[config.mk]
export PLATFORM = sky130hd
export DESIGN_NAME = ddr_request_arbiter
export DESIGN_NICKNAME = d
export VERILOG_FILES = /design/src/rtl/ddr_pkg.sv /design/src/rtl/ddr_refresh_timer.sv /design/src/rtl/ddr_request_arbiter.sv
export SDC_FILE = /design/constraint.sdc
export NUM_CORES = 1
export LEC_CHECK = 0
export CAP_MARGIN = 10
export CORE_ASPECT_RATIO = 1.4
export CORE_MARGIN = 3
export CORE_UTILIZATION = 30
export DETAILED_ROUTE_END_ITERATION = 7
export DONT_BUFFER_PORTS = 1
export GPL_ROUTABILITY_DRIVEN = 0
export SLEW_MARGIN = 0
export SYNTH_ARGS = -nofsm -noshare
export SYNTH_HDL_FRONTEND = slang
export SYNTH_SLANG_ARGS = --single-unit
[constraint.sdc]
create_clock -name clk133 -period 5.4 [get_ports clk133]
set_input_delay 0.54 -clock clk133 [delete_from_list [all_inputs] [get_ports clk133]]
set_output_delay 0.54 -clock clk133 [all_outputs]
set_load 0.02 [all_outputs]
[src/rtl/ddr_pkg.sv]
// ddr_pkg: command/state encodings and default sizing shared by the DDR
// request arbiter and its refresh timer.
package ddr_pkg;

    localparam int DDR_ADDR_W           = 25;   // bank 2 + row 13 + column 10
    localparam int DDR_REFRESH_INTERVAL = 1040; // 7.8 us at 133 MHz
    localparam int DDR_MAX_VID_RUN      = 8;
    localparam int DDR_DATA_W           = 16;

    typedef enum logic [1:0] {
        CMD_READ    = 2'b00,
        CMD_WRITE   = 2'b01,
        CMD_REFRESH = 2'b10
    } cmd_kind_e;

    typedef enum logic [1:0] {
        ST_IDLE      = 2'b00,
        ST_ISSUE     = 2'b01,
        ST_WAIT_DONE = 2'b10
    } arb_state_e;

    // 16-bit increment that sticks at all-ones instead of wrapping.
    function automatic logic [15:0] sat_inc16(input logic [15:0] v);
        return (v == 16'hFFFF) ? v : v + 16'd1;
    endfunction

endpackage

[src/rtl/ddr_refresh_timer.sv]
// ddr_refresh_timer: free-running auto-refresh interval counter with a
// pending flag (set on expiry, cleared when the refresh is accepted) and a
// sticky overrun flag for an interval that expires while still pending.
module ddr_refresh_timer
    import ddr_pkg::*;
#(
    parameter int REFRESH_INTERVAL = DDR_REFRESH_INTERVAL
) (
    input  logic clk133,
    input  logic rst_n,
    input  logic enable,
    input  logic pending_clr,
    output logic pending,
    output logic overrun
);

    localparam int CNT_W = (REFRESH_INTERVAL > 1) ? $clog2(REFRESH_INTERVAL) : 1;
    localparam logic [CNT_W-1:0] RELOAD = CNT_W'(REFRESH_INTERVAL - 1);

    logic [CNT_W-1:0] count_q, count_d;
    logic             pending_q, pending_d;
    logic             overrun_q, overrun_d;
    logic             expire;

    // Count down while enabled; an expiry coinciding with a clear starts a new
    // interval rather than counting as an overrun.
    always_comb begin
        count_d = count_q;
        expire  = 1'b0;
        if (!enable) begin
            count_d = RELOAD;
        end else if (count_q == '0) begin
            count_d = RELOAD;
            expire  = 1'b1;
        end else begin
            count_d = count_q - CNT_W'(1);
        end
        pending_d = (pending_q & ~pending_clr) | expire;
        overrun_d = overrun_q | (expire & pending_q & ~pending_clr);
    end

    // Timer and flag registers.
    always_ff @(posedge clk133 or negedge rst_n) begin
        if (!rst_n) begin
            count_q   <= RELOAD;
            pending_q <= 1'b0;
            overrun_q <= 1'b0;
        end else begin
            count_q   <= count_d;
            pending_q <= pending_d;
            overrun_q <= overrun_d;
        end
    end

    assign pending = pending_q;
    assign overrun = overrun_q;

endmodule

[src/rtl/ddr_request_arbiter.sv]
// ddr_request_arbiter: single-port DDR access arbiter between the video
// scan-out reader and the drawing-engine writer, with periodic auto-refresh.
// One command in flight: IDLE (arbitrate) -> ISSUE (valid/ready) ->
// WAIT_DONE (until memDone).
// Optional build macro DDR_ARB_STATS_EN adds saturating grant/refresh
// counters and a synchronous statsClear input.
module ddr_request_arbiter
    import ddr_pkg::*;
#(
    parameter int ADDR_W           = DDR_ADDR_W,
    parameter int REFRESH_INTERVAL = DDR_REFRESH_INTERVAL,
    parameter int MAX_VID_RUN      = DDR_MAX_VID_RUN
) (
    input  logic              clk133,
    input  logic              rst_n,
    input  logic              initDone,
    input  logic              vidReq,
    input  logic [ADDR_W-1:0] vidAddr,
    output logic              vidGnt,
    input  logic              drawReq,
    input  logic [ADDR_W-1:0] drawAddr,
    input  logic [15:0]       drawData,
    output logic              drawGnt,
    output logic              memCmdValid,
    output logic [1:0]        memCmdKind,
    output logic [ADDR_W-1:0] memCmdAddr,
    output logic [15:0]       memCmdData,
    input  logic              memCmdReady,
    input  logic              memDone,
    output logic              refreshOverrun
`ifdef DDR_ARB_STATS_EN
    ,
    input  logic              statsClear,
    output logic [15:0]       vidGrantCount,
    output logic [15:0]       drawGrantCount,
    output logic [15:0]       refreshCount
`endif
);

    localparam int RUN_W = $clog2(MAX_VID_RUN + 1);
    localparam logic [RUN_W-1:0] RUN_MAX = RUN_W'(MAX_VID_RUN);

    arb_state_e        state_q, state_d;
    cmd_kind_e         cmd_kind_q, cmd_kind_d;
    logic [ADDR_W-1:0] cmd_addr_q, cmd_addr_d;
    logic [15:0]       cmd_data_q, cmd_data_d;
    logic              vid_gnt_q, vid_gnt_d;
    logic              draw_gnt_q, draw_gnt_d;
    logic [RUN_W-1:0]  vid_run_q, vid_run_d;

    logic              refresh_pending;
    logic              refresh_overrun;
    logic              refresh_clr;
    logic              accept;
    logic              win_valid;
    cmd_kind_e         win_kind;
    logic              take_win;

    assign accept      = (state_q == ST_ISSUE) && memCmdReady;
    assign refresh_clr = accept && (cmd_kind_q == CMD_REFRESH);
    assign take_win    = (state_q == ST_IDLE) && initDone && win_valid;

    ddr_refresh_timer #(
        .REFRESH_INTERVAL (REFRESH_INTERVAL)
    ) u_refresh_timer (
        .clk133      (clk133),
        .rst_n       (rst_n),
        .enable      (initDone),
        .pending_clr (refresh_clr),
        .pending     (refresh_pending),
        .overrun     (refresh_overrun)
    );

    // Fixed-priority pick: refresh, starved draw, video, draw.
    always_comb begin
        win_valid = 1'b1;
        win_kind  = CMD_READ;
        if (refresh_pending) begin
            win_kind = CMD_REFRESH;
        end else if (drawReq && (vid_run_q == RUN_MAX)) begin
            win_kind = CMD_WRITE;
        end else if (vidReq) begin
            win_kind = CMD_READ;
        end else if (drawReq) begin
            win_kind = CMD_WRITE;
        end else begin
            win_valid = 1'b0;
        end
    end

    // FSM state register.
    always_ff @(posedge clk133 or negedge rst_n) begin
        if (!rst_n) begin
            state_q <= ST_IDLE;
        end else begin
            state_q <= state_d;
        end
    end

    // FSM next state; memDone outside WAIT_DONE has no effect.
    always_comb begin
        state_d = state_q;
        unique case (state_q)
            ST_IDLE:      if (initDone && win_valid) state_d = ST_ISSUE;
            ST_ISSUE:     if (memCmdReady)           state_d = ST_WAIT_DONE;
            ST_WAIT_DONE: if (memDone)               state_d = ST_IDLE;
            default:                                 state_d = ST_IDLE;
        endcase
    end

    // Command latch, grant pulses and video run-length tracking.
    always_comb begin
        cmd_kind_d = cmd_kind_q;
        cmd_addr_d = cmd_addr_q;
        cmd_data_d = cmd_data_q;
        vid_run_d  = vid_run_q;
        vid_gnt_d  = accept && (cmd_kind_q == CMD_READ);
        draw_gnt_d = accept && (cmd_kind_q == CMD_WRITE);

        if (take_win) begin
            cmd_kind_d = win_kind;
            case (win_kind)
                CMD_READ: begin
                    cmd_addr_d = vidAddr;
                    cmd_data_d = '0;
                end
                CMD_WRITE: begin
                    cmd_addr_d = drawAddr;
                    cmd_data_d = drawData;
                end
                default: begin
                    cmd_addr_d = '0;
                    cmd_data_d = '0;
                end
            endcase
        end

        if (accept) begin
            if (cmd_kind_q == CMD_WRITE) begin
                vid_run_d = '0;
            end else if (cmd_kind_q == CMD_READ) begin
                if (!drawReq) begin
                    vid_run_d = '0;
                end else if (vid_run_q != RUN_MAX) begin
                    vid_run_d = vid_run_q + RUN_W'(1);
                end
            end
        end
    end

    // Command and grant registers.
    always_ff @(posedge clk133 or negedge rst_n) begin
        if (!rst_n) begin
            cmd_kind_q <= CMD_READ;
            cmd_addr_q <= '0;
            cmd_data_q <= '0;
            vid_gnt_q  <= 1'b0;
            draw_gnt_q <= 1'b0;
            vid_run_q  <= '0;
        end else begin
            cmd_kind_q <= cmd_kind_d;
            cmd_addr_q <= cmd_addr_d;
            cmd_data_q <= cmd_data_d;
            vid_gnt_q  <= vid_gnt_d;
            draw_gnt_q <= draw_gnt_d;
            vid_run_q  <= vid_run_d;
        end
    end

    // FSM outputs: valid is a decode of the registered state.
    always_comb begin
        memCmdValid    = (state_q == ST_ISSUE);
        memCmdKind     = cmd_kind_q;
        memCmdAddr     = cmd_addr_q;
        memCmdData     = cmd_data_q;
        vidGnt         = vid_gnt_q;
        drawGnt        = draw_gnt_q;
        refreshOverrun = refresh_overrun;
    end

`ifdef DDR_ARB_STATS_EN
    logic [15:0] vid_cnt_q, vid_cnt_d;
    logic [15:0] draw_cnt_q, draw_cnt_d;
    logic [15:0] ref_cnt_q, ref_cnt_d;

    // Count accepted commands; a clear wins over a same-cycle increment.
    always_comb begin
        vid_cnt_d  = vid_cnt_q;
        draw_cnt_d = draw_cnt_q;
        ref_cnt_d  = ref_cnt_q;
        if (statsClear) begin
            vid_cnt_d  = '0;
            draw_cnt_d = '0;
            ref_cnt_d  = '0;
        end else begin
            if (vid_gnt_d)   vid_cnt_d  = sat_inc16(vid_cnt_q);
            if (draw_gnt_d)  draw_cnt_d = sat_inc16(draw_cnt_q);
            if (refresh_clr) ref_cnt_d  = sat_inc16(ref_cnt_q);
        end
    end

    // Statistics registers.
    always_ff @(posedge clk133 or negedge rst_n) begin
        if (!rst_n) begin
            vid_cnt_q  <= '0;
            draw_cnt_q <= '0;
            ref_cnt_q  <= '0;
        end else begin
            vid_cnt_q  <= vid_cnt_d;
            draw_cnt_q <= draw_cnt_d;
            ref_cnt_q  <= ref_cnt_d;
        end
    end

    assign vidGrantCount  = vid_cnt_q;
    assign drawGrantCount = draw_cnt_q;
    assign refreshCount   = ref_cnt_q;
`endif

endmodule

==> results.md <==
* Nets@finish at 363
* Layout cells sized above 1 at 10.31%
* DRC errors left at 0
* Vias at 2625
* Fin util at 34.57%
* Final non-filler cell total at 433
* Synthesized area at 0.003342 mm2
* Share of the clock period used by the worst path at 49.23%
* Warnings from Yosys at 0
* Clock tree buffer depth at 2
* Post-DP Area at 0.003407 mm2
* Max Cap Viol at 0
* RSZ-0062 raised after global routing: no
* Critical path launch point type: register
* Largest area contributor in the netlist: dfrtp_1
* Design Area, Final at 0.003756 mm2
* Setup crit end kind: register
* Number of global-route vias before repair at 2625
* Fmax at 376.2 MHz
* Final TNS setup at 0 ns
* Fin. Hold Viols at 0
* Port Buffers at 0
* Setup Fix Bufs, Post-CTS at 0
* Worst VDD drop at 0.2236 mV
* Leakage power total at 0.001503 uW
* Seq/Total Area, Yosys at 48.11%
* Run status: finished clean
* R2r setup slk at 2.74 ns
* Area contributors post-synth: dfrtp_1 44%, a221o_1 7.5%, a2111oi_0 6.6%
* Post-Syn Nets at 379
* Clock latency on the worst-skew pair at 0.32 ns
* Crit path DAT at 2.91 ns
* CTS root buf: clkbuf_16
* Hold WS at 0.05952 ns
* Worst Tran Pin Value at 1.048 ns
* Final setup fails at 0
* CP max FO at 52
* Total CTS buffers at 9
* Synthesized flop and latch total at 64
* Max-slew violation count at 0
* CTS tree: built
* Gr usage total at 15.34%
* Synthesized instance count at 302
* Initial antenna violation count at 0
* Clk sinks at 64
* Detail Placement HPWL at 6.266 mm
* Overflow after GRT at 0
* TritonRoute pass-1 iters at 4
* Row cnt at 45
* Fraction of registers with async set/reset at 100.0%
* Die area at 0.01246 mm2
* Detailed Route WL at 9.591 mm
* Die Ht at 130.9 um
* Filler instances at 1068
* Starting density of the core at 30.75%
* Core Area at 0.01087 mm2
* Distinct cells, synth at 49
* Most common flop cell mapped by yosys: dfrtp_1
* 1st-iter DRT viols at 141
* Placed Cells at 415
* Clock Skew at 0.007214 ns
* Area share of the largest cell type after synthesis at 44.18%
* PD cells at 550.0 mW/mm2
* Reg clk slew, reported paths at 0.06 ns
* Largest net degree at the start of global routing at 60
* Slew margin rel. at 30.13%
* ANT nets after route at 0
* First-pass GRT wire length at 14.50 mm
* Setup CP Type: reg -> reg
* Worst Hold Class: in -> async
* Area Overhead vs Synth at 12.39%
* Boundary pin count at 120
* Post-synth EDFFs at 0
* WL/cell at 22.15 um
* H-tree levels at 3
* Syn avg cell area at 11.07 um2
* Die W at 95.20 um
* Vias per cell at 6.062
* Req. time, crit path at 5.65 ns
* Fin crit period at 2.658 ns
==> critical path, stage by stage (launching register included) <==
cell and delay [ns]:
dfrtp_1 0.41, or3b_2 0.87, a2111oi_4 1.02, a22o_1 0.25
==> worst paths after layout <==
| path | start | to | cells past startpoint |
|---|---|---|---|
| hold reg to reg | u_refresh_timer.count_q[0]$_DFF_PN1_ | u_refresh_timer.count_q[0]$_DFF_PN1_ | 1 |
| min in group clk133 | initDone | u_refresh_timer.count_q[10]$_DFF_PN1_ | 1 |
| setup / recovery | state_q[1]$_DFFE_PN0P_ | memCmdData[3]$_DFFE_PN0P_ | 3 |
| setup reg to reg | state_q[1]$_DFFE_PN0P_ | memCmdData[3]$_DFFE_PN0P_ | 3 |
| hold / removal | rst_n | u_refresh_timer.count_q[10]$_DFF_PN1_ | 0 |
| max in group asynchronous | rst_n | memCmdData[7]$_DFFE_PN0P_ | 1 |
==> stage by stage <==
step                      power [uW]  setup slack [ns]
after floorplan                 1325             3.350
after global placement          1437             2.722
after detailed placement        1458             2.656
after CTS                       2095             2.737
after global routing            2183             2.517
final                           2066             2.742
==> layer usage <==
metal,routed length (um),global-route usage [%]
met2,4816,25.24
met1,3764,18.17
met3,847,5.670
met5,0,0
met4,163,5.777
==> cell type report <==
| type | count | area (um2) | share of cell area (%) |
|---|---|---|---|
| well taps | 141 | 176.4 | 4.697 |
| repair buffers | 5 | 57.56 | 1.532 |
| clock inverters | 2 | 35.03 | 0.9327 |
| multi-input cells | 193 | 1544 | 41.11 |
| flip-flops and latches | 64 | 1608 | 42.80 |
| inverters | 13 | 48.80 | 1.299 |
| diodes | 1 | 2.502 | 0.06662 |
| clock buffers | 14 | 284.0 | 7.562 |
==> cell usage after synthesis, drive strengths merged (2+ instances only) <==
cell,number
a21oi,4
o31ai,2
a22o,16
buf,8
a2111oi,26
a21o,3
mux2i,2
nand2,7
ha,4
a31oi,2
or4,4
o41ai,2
nand4,2
o22ai,2
dfrtp,59
nor2,7
o21ai,4
o31a,2
nor4b,25
dfstp,5
a221o,25
or3,4
clkbuf,24
inv,12
nand2b,28
nand3b,3
xnor2,2
==> flip-flops by register name, indices dropped and copies added, names as in the netlist, 2 cells and up <==
signal                   flops
u_refresh_timer.count_q     11
memCmdKind                   2
memCmdData                  16
state_q                      2
vid_run_q                    4
memCmdAddr                  25
==> logic make-up after synthesis <==
group / after synthesis / share of synthesized area [%]
xor+xnor: 2 / 0.5242
compound gates: 94 / 24.78
flops: 64 / 48.11
fa+ha+maj: 4 / 1.498
buf+inv: 45 / 5.765
mux: 2 / 0.5991
simple gates: 91 / 18.72
==> power breakdown <==
part           internal, uW  leakage (uW)  switching, uW  total, uW
Sequential              655      0.000813            349       1000
Clock                   407      0.000159            205        612
Combinational           201      0.000531            249        450
==> cells in the final DEF (no fill, tap or decap), types with 2 or more instances in the layout <==
cell	n
o22ai_1	2
o31a_1	2
nor2_1	6
nand3b_1	3
clkbuf_16	9
inv_1	12
a21o_1	3
dfrtp_1	59
nand2b_1	28
or4_1	4
nand4_1	2
mux2i_1	2
xnor2_1	2
clkbuf_8	4
ha_1	4
a31oi_1	2
buf_4	4
o41ai_1	2
o21ai_0	4
nand2_1	7
or3_1	4
a22o_1	16
dfstp_2	5
a21oi_1	4
nor4b_1	25
o31ai_1	2
a2111oi_0	25
a221o_1	25
==> what timing repair did <==
| item | in CTS | in global routing |
|---|---|---|
| hold buffers | 1 | 0 |
| hold endpoints to repair | 59 | 0 |
| gates resized for setup | 0 | 0 |
(Power assumes the default switching activity.)
